$ cat config.mk
export PLATFORM = sky130hd
export DESIGN_NAME = pwm_frac_gen
export DESIGN_NICKNAME = d
export VERILOG_FILES = /design/src/rtl/pwm399_pkg.sv /design/src/rtl/pwm_deadband.sv /design/src/rtl/pwm_frac_gen.sv
export SDC_FILE = /design/constraint.sdc
export NUM_CORES = 1
export LEC_CHECK = 0
export BUFFER_PORTS_ARGS = -buffer_cell sky130_fd_sc_hd__buf_2
export CAP_MARGIN = 5
export CORE_MARGIN = 2
export CORE_UTILIZATION = 35
export CTS_BUF_LIST = sky130_fd_sc_hd__clkbuf_8
export CTS_CLUSTER_DIAMETER = 120
export CTS_CLUSTER_SIZE = 25
export DETAILED_ROUTE_END_ITERATION = 10
export PLACE_DENSITY = 0.52
export SYNTH_ARGS = -nofsm -noshare
export SYNTH_HDL_FRONTEND = slang
export SYNTH_SLANG_ARGS = --single-unit
$ cat constraint.sdc
create_clock -name clk_USB -period 5.33 [get_ports clk_USB]
set_input_delay 1.066 -clock clk_USB [delete_from_list [all_inputs] [get_ports clk_USB]]
set_output_delay 1.066 -clock clk_USB [all_outputs]
set_load 0.005 [all_outputs]
$ cat src/rtl/pwm399_pkg.sv
// Shared types and register map for the fractional PWM generator.
package pwm399_pkg;

    localparam int unsigned COARSE_W  = 15;
    localparam int unsigned FRAC_BITS = 3;
    localparam int unsigned TARGET_W  = COARSE_W + FRAC_BITS + 1;

    localparam logic [1:0] REG_B0     = 2'd0;
    localparam logic [1:0] REG_B1     = 2'd1;
    localparam logic [1:0] REG_B2     = 2'd2;
    localparam logic [1:0] REG_COMMIT = 2'd3;

    typedef struct packed {
        logic [COARSE_W-1:0]  coarse;
        logic [FRAC_BITS-1:0] frac;
        logic                 inv;
    } pwm_target_t;

endpackage

$ cat src/rtl/pwm_deadband.sv
// Splits a PWM level into two non-overlapping outputs separated by DEADTIME low clocks.
module pwm_deadband #(
    parameter int unsigned DEADTIME = 4
) (
    input  logic clk_i,
    input  logic rst_ni,
    input  logic level_i,
    output logic pwm_hi_o,
    output logic pwm_lo_o
);

    localparam int unsigned DtW = $clog2(DEADTIME + 1);
    localparam logic [DtW-1:0] DtMax = DtW'(DEADTIME);

    logic           level_q;
    logic [DtW-1:0] dt_cnt_q, dt_cnt_d;
    logic           pwm_hi_q, pwm_lo_q;
    logic           settled;

    // Any level change restarts the dead band; both outputs stay low until it expires.
    always_comb begin
        dt_cnt_d = dt_cnt_q;
        if (level_i != level_q) begin
            dt_cnt_d = '0;
        end else if (dt_cnt_q != DtMax) begin
            dt_cnt_d = dt_cnt_q + DtW'(1);
        end
        settled = (dt_cnt_d == DtMax);
    end

    always_ff @(posedge clk_i) begin
        if (!rst_ni) begin
            level_q  <= 1'b0;
            dt_cnt_q <= '0;
            pwm_hi_q <= 1'b0;
            pwm_lo_q <= 1'b0;
        end else begin
            level_q  <= level_i;
            dt_cnt_q <= dt_cnt_d;
            pwm_hi_q <= level_i & settled;
            pwm_lo_q <= ~level_i & settled;
        end
    end

    assign pwm_hi_o = pwm_hi_q;
    assign pwm_lo_o = pwm_lo_q;

endmodule

$ cat src/rtl/pwm_frac_gen.sv
// Double-buffered PWM with 1/8-LSB sigma-delta duty dithering.
// Optional dead-band outputs when PWM_DEADTIME_EN is defined.
module pwm_frac_gen
    import pwm399_pkg::*;
#(
    parameter int unsigned CNT_W    = 15,
    parameter int unsigned FRAC_W   = 3,
    parameter int unsigned DEADTIME = 4
) (
    input  logic       clk_USB,
    input  logic       rst_n,
    input  logic       wr_en,
    input  logic [1:0] wr_addr,
    input  logic [7:0] wr_data,
    output logic       pwm0,
    output logic       pwm1,
    output logic       period_stb,
    output logic       commit_pend
);

    localparam int unsigned HiW = COARSE_W + 1;

    if (CNT_W > COARSE_W || FRAC_W != FRAC_BITS || DEADTIME >= (1 << CNT_W)) begin : g_bad_cfg
        $error("pwm_frac_gen: unsupported CNT_W/FRAC_W/DEADTIME combination");
    end

    logic [CNT_W-1:0]    cnt_q;
    logic [FRAC_W-1:0]   acc_q, acc_d;
    logic                carry_q, carry_d;
    logic [TARGET_W-1:0] shadow_q, shadow_d;
    pwm_target_t         active_q, active_d, shadow_t;
    logic                commit_pend_q, commit_pend_d;
    logic                period_stb_q;

    logic                wrap, apply, commit_wr;
    logic [FRAC_W:0]     acc_sum;
    logic [HiW-1:0]      hi;
    logic                level;

    assign shadow_t  = pwm_target_t'(shadow_q);
    assign wrap      = (cnt_q == {CNT_W{1'b1}});
    assign commit_wr = wr_en && (wr_addr == REG_COMMIT);
    assign apply     = wrap && commit_pend_q;

    always_comb begin
        shadow_d = shadow_q;
        if (wr_en) begin
            case (wr_addr)
                REG_B0:  shadow_d[7:0]   = wr_data;
                REG_B1:  shadow_d[15:8]  = wr_data;
                REG_B2:  shadow_d[18:16] = wr_data[2:0];
                default: shadow_d        = shadow_q;
            endcase
        end
    end

    // A commit write landing on the wrap itself is only seen at the following wrap.
    always_comb begin
        commit_pend_d = (commit_pend_q && !wrap) || commit_wr;
        active_d      = apply ? shadow_t : active_q;
        acc_sum       = apply ? {1'b0, shadow_t.frac}
                              : {1'b0, acc_q} + {1'b0, active_q.frac};
        acc_d         = acc_q;
        carry_d       = carry_q;
        if (wrap) begin
            {carry_d, acc_d} = acc_sum;
        end
    end

    // Wide compare so hi == 2^CNT_W (or any larger coarse) yields a constant high.
    assign hi    = {1'b0, active_q.coarse} + {{COARSE_W{1'b0}}, carry_q};
    assign level = (HiW'(cnt_q) < hi) ^ active_q.inv;

    always_ff @(posedge clk_USB) begin
        if (!rst_n) begin
            cnt_q         <= '0;
            acc_q         <= '0;
            carry_q       <= 1'b0;
            shadow_q      <= '0;
            active_q      <= '0;
            commit_pend_q <= 1'b0;
            period_stb_q  <= 1'b0;
        end else begin
            cnt_q         <= cnt_q + CNT_W'(1);
            acc_q         <= acc_d;
            carry_q       <= carry_d;
            shadow_q      <= shadow_d;
            active_q      <= active_d;
            commit_pend_q <= commit_pend_d;
            period_stb_q  <= wrap;
        end
    end

`ifdef PWM_DEADTIME_EN
    pwm_deadband #(
        .DEADTIME (DEADTIME)
    ) u_deadband (
        .clk_i    (clk_USB),
        .rst_ni   (rst_n),
        .level_i  (level),
        .pwm_hi_o (pwm0),
        .pwm_lo_o (pwm1)
    );
`else
    logic pwm0_q, pwm1_q;

    always_ff @(posedge clk_USB) begin
        if (!rst_n) begin
            pwm0_q <= 1'b0;
            pwm1_q <= 1'b1;
        end else begin
            pwm0_q <= level;
            pwm1_q <= ~level;
        end
    end

    assign pwm0 = pwm0_q;
    assign pwm1 = pwm1_q;
`endif

    assign period_stb  = period_stb_q;
    assign commit_pend = commit_pend_q;

endmodule

==> results.cfg <==
[run_status]
status = finished clean

[yosys]
mean_syn_cell_area_um2 = 9.218
synth.distinct_cells = 39
yosysTopAreaCellShare_pct = 39.55
syn-cell-area_um2 = 3088
synth_top_cells_by_count = dfxtp_1, nand3_1, nand2_1, nor2b_1, mux2i_1
synth.area.top_cells = dfxtp_1, ha_1, mux2i_1
synth-seq-area-share_pct = 39.55
postSynthCellCount = 335
post-synth-top-area-cell = dfxtp_1
postSynthRegisterBits = 61
synth.net_count = 369
synthMostInstantiatedCell = dfxtp_1
synth_async_sr_flop_share_pct = 0
ys.warnings.count = 0
ys.flop_type = dfxtp_1
synth-edff-count = 0

[sta]
setup-tns-final_ns = 0
achievable-frequency_mhz = 296.4
final-hold-violation-count = 0
number_of_endpoints_failing_setup_at_the_final_stage = 0
clock_skew_ns = 0.006706
worst_slew_margin_rel_pct = 37.34
tightest_slew_ns = 0.9386
setup_repair_after_global_routing_missed_its_margin = false
fin_crit_sh_pct = 63.30
fin_crit_ns = 3.374
drv_slew = 0

[drt]
dr_total_vias = 2290
drt_first_iter_violations = 110
detailed_router_iteration_count_before_antenna_repair = 4
average_via_count_per_standard_cell = 4.967
postRouteAntennaNets = 0
wl_mm = 6.213
routedWlPerCell_um = 13.48
post-route-drc-count = 0

[clock_tree]
worst_setup_hold_path_clk_slew_ns = 0.07
clock-sinks = 61
ctsLongestPathBuffers = 2
holdBufCountCts = 0
cts_tree = yes
cts_setup_buffers = 0
clock_tree.root_cell = clkbuf_8
tritoncts.num_buffers = 9
post_cts_resized = 0
cts-htree-levels = 3
worst_skew_pair.late_latency_ns = 0.34

[critical_path]
critical-path-top-cell-by-count = ha_1
path_class = reg2reg
crit_path_max_fanout = 3
worstPathCellList = ha_1, ha_1, and3_1, and3_1, nand4_1, nor2_1, xnor2_1, ha_1, nand3_1, or3_1, a2111oi_0, nor4_1, or3_1
critical_path_arrival_ns = 3.59
worst_path_dominant_cell_family = simple AND/OR/NAND/NOR gates
cp_slowest_cell = a2111oi_0
req_time_crit_path_ns = 5.55
slowest_delay_ns = 0.45
worstSetupEndpointType = flop
path_buf_inv = 0
critical_path.startpoint_type = flop

[power_and_ir_drop]
power.ir.vdd_worst_mv = 0.1173
power_per_cell_area_nw_per_um2 = 254.5
internal_power_mw = 0.6510
power_switching_share_pct = 25.17
cellLeakagePower_nw = 1.381
part_of_the_total_power_dissipated_in_combinational_logic_pct = 4.6
power_switching_mw = 0.2190
clock_power_share_pct = 41.0
power.share.sequential_pct = 54.3

[final_layout]
synthToLayoutAreaGrowth_pct = 10.70
drive_above_1_share_pct = 9.915
antennaDiodeCount = 0
final_cell_count_no_fill = 461
finish.net_count = 382

[die]
floorplan.rows = 34
design.core.area_um2 = 8636
floorplan.die_area_um2 = 9590
top_level_ports = 17
start_util_pct = 35.76
die_h_um = 97.93
fp.dieW_um = 97.93

[place]
buffer_ports.inserted = 16
placed_cells_incl_taps = 445
detailedPlacementHpwl_mm = 4.323
gpl_wtd_cong = 0.7546

[global_route]
groute.usage.overall_pct = 14.07
largest_net_degree_at_the_start_of_global_routing = 62
via_count_of_the_first_global_routing_pass = 2262
grt_pass1_wl_mm = 10.77
globalRouteOverflowTotal = 0
grt_antenna_before_repair = 0

[worst_hold_path]
worst_hold_path_type = reg2reg

[flow_run]
maxcap_viol_count = 0
## worst paths after layout
path,slack [ns],startpoint,cells after the start,end
worst min register to register,0.47,shadow_q[16],2,active_q[16]
worst min-delay path,0.47,shadow_q[16],2,active_q[16]
worst max-delay path,1.96,active_q[4],13,pwm0
worst max register to register,1.96,active_q[4],13,pwm0
## layer usage
metal	track usage (%)	wire, µm	vias to the layer above
li1	-	-	1181
met1	19.44	3272	1081
met2	21.07	2715	23
met3	4.510	163	5
met4	4.167	61	0
met5	0	0	-
## layout by cell type, fill, tap and decap left out, types with 4 or more instances in the layout
master	count
a21boi_1	17
a21oi_1	7
and2_1	15
and3_1	5
buf_2	16
clkbuf_8	9
dfxtp_1	61
ha_1	20
inv_1	8
mux2i_1	24
nand2_1	30
nand2b_1	4
nand3_1	31
nor2_1	8
nor2b_1	27
nor3_1	6
xnor2_1	15
xor2_1	11
## cell families after synthesis
group | count (synthesis) | synth area share, %
fa+ha+maj | 21 | 8.752
mux | 24 | 7.780
buf+inv | 22 | 2.755
compound gates | 37 | 8.509
xor+xnor | 26 | 7.374
simple gates | 144 | 25.28
flops | 61 | 39.55
## state kept, by name (all words and copies together) (netlist names)
| register | flops |
|---|---|
| acc_q | 3 |
| active_q | 19 |
| carry_q | 1 |
| cnt_q | 15 |
| commit_pend | 1 |
| period_stb | 1 |
| pwm0 | 1 |
| pwm1 | 1 |
| shadow_q | 19 |
## worst register-to-register path: stages (launching register included)
cell and delay, ns:
dfxtp_1 0.34, ha_1 0.19, ha_1 0.19, and3_1 0.19, and3_1 0.22, nand4_1 0.16
nor2_1 0.16, xnor2_1 0.08, ha_1 0.29, nand3_1 0.12, or3_1 0.39, a2111oi_0 0.45
nor4_1 0.13, or3_1 0.36
## final cells by class
| cell class | instances | area (µm²) |
|---|---|---|
| clock buffer | 9 | 123.9 |
| clock inverter | 7 | 42.54 |
| fill | 911 | 5218 |
| inverter | 7 | 26.28 |
| multi-input combinational | 252 | 1782 |
| sequential | 61 | 1221 |
| tap | 108 | 135.1 |
| timing repair buffer | 17 | 87.58 |
## power by group through the flow
stage | logic [mW] | clock network [mW] | registers, mW
after global placement | 0.0404 | 0 | 0.483
after CTS | 0.0412 | 0.371 | 0.473
final | 0.0403 | 0.357 | 0.473
after floorplan | 0.0293 | 0 | 0.479
after detailed placement | 0.0410 | 0 | 0.483
after global routing | 0.0458 | 0.391 | 0.474
## stage by stage
| step | utilization [%] | setup WS, ns | power, mW | hold slack [ns] | cell area, µm² |
|---|---|---|---|---|---|
| CTS | 39.58 | 1.925 | 0.8853 | 0.4715 | 3418 |
| global placement | 37.66 | 2.073 | 0.5237 | 0.4524 | 3252 |
| floorplan | - | 2.233 | 0.5084 | 0.4384 | 3088 |
| detailed placement | 37.66 | 1.923 | 0.5244 | 0.4576 | 3252 |
| finish | 39.58 | 1.956 | 0.8701 | 0.4657 | 3418 |
| global route | 39.58 | 1.654 | 0.9118 | 0.4914 | 3418 |
No activity file was read; power rests on OpenSTA's default activity.
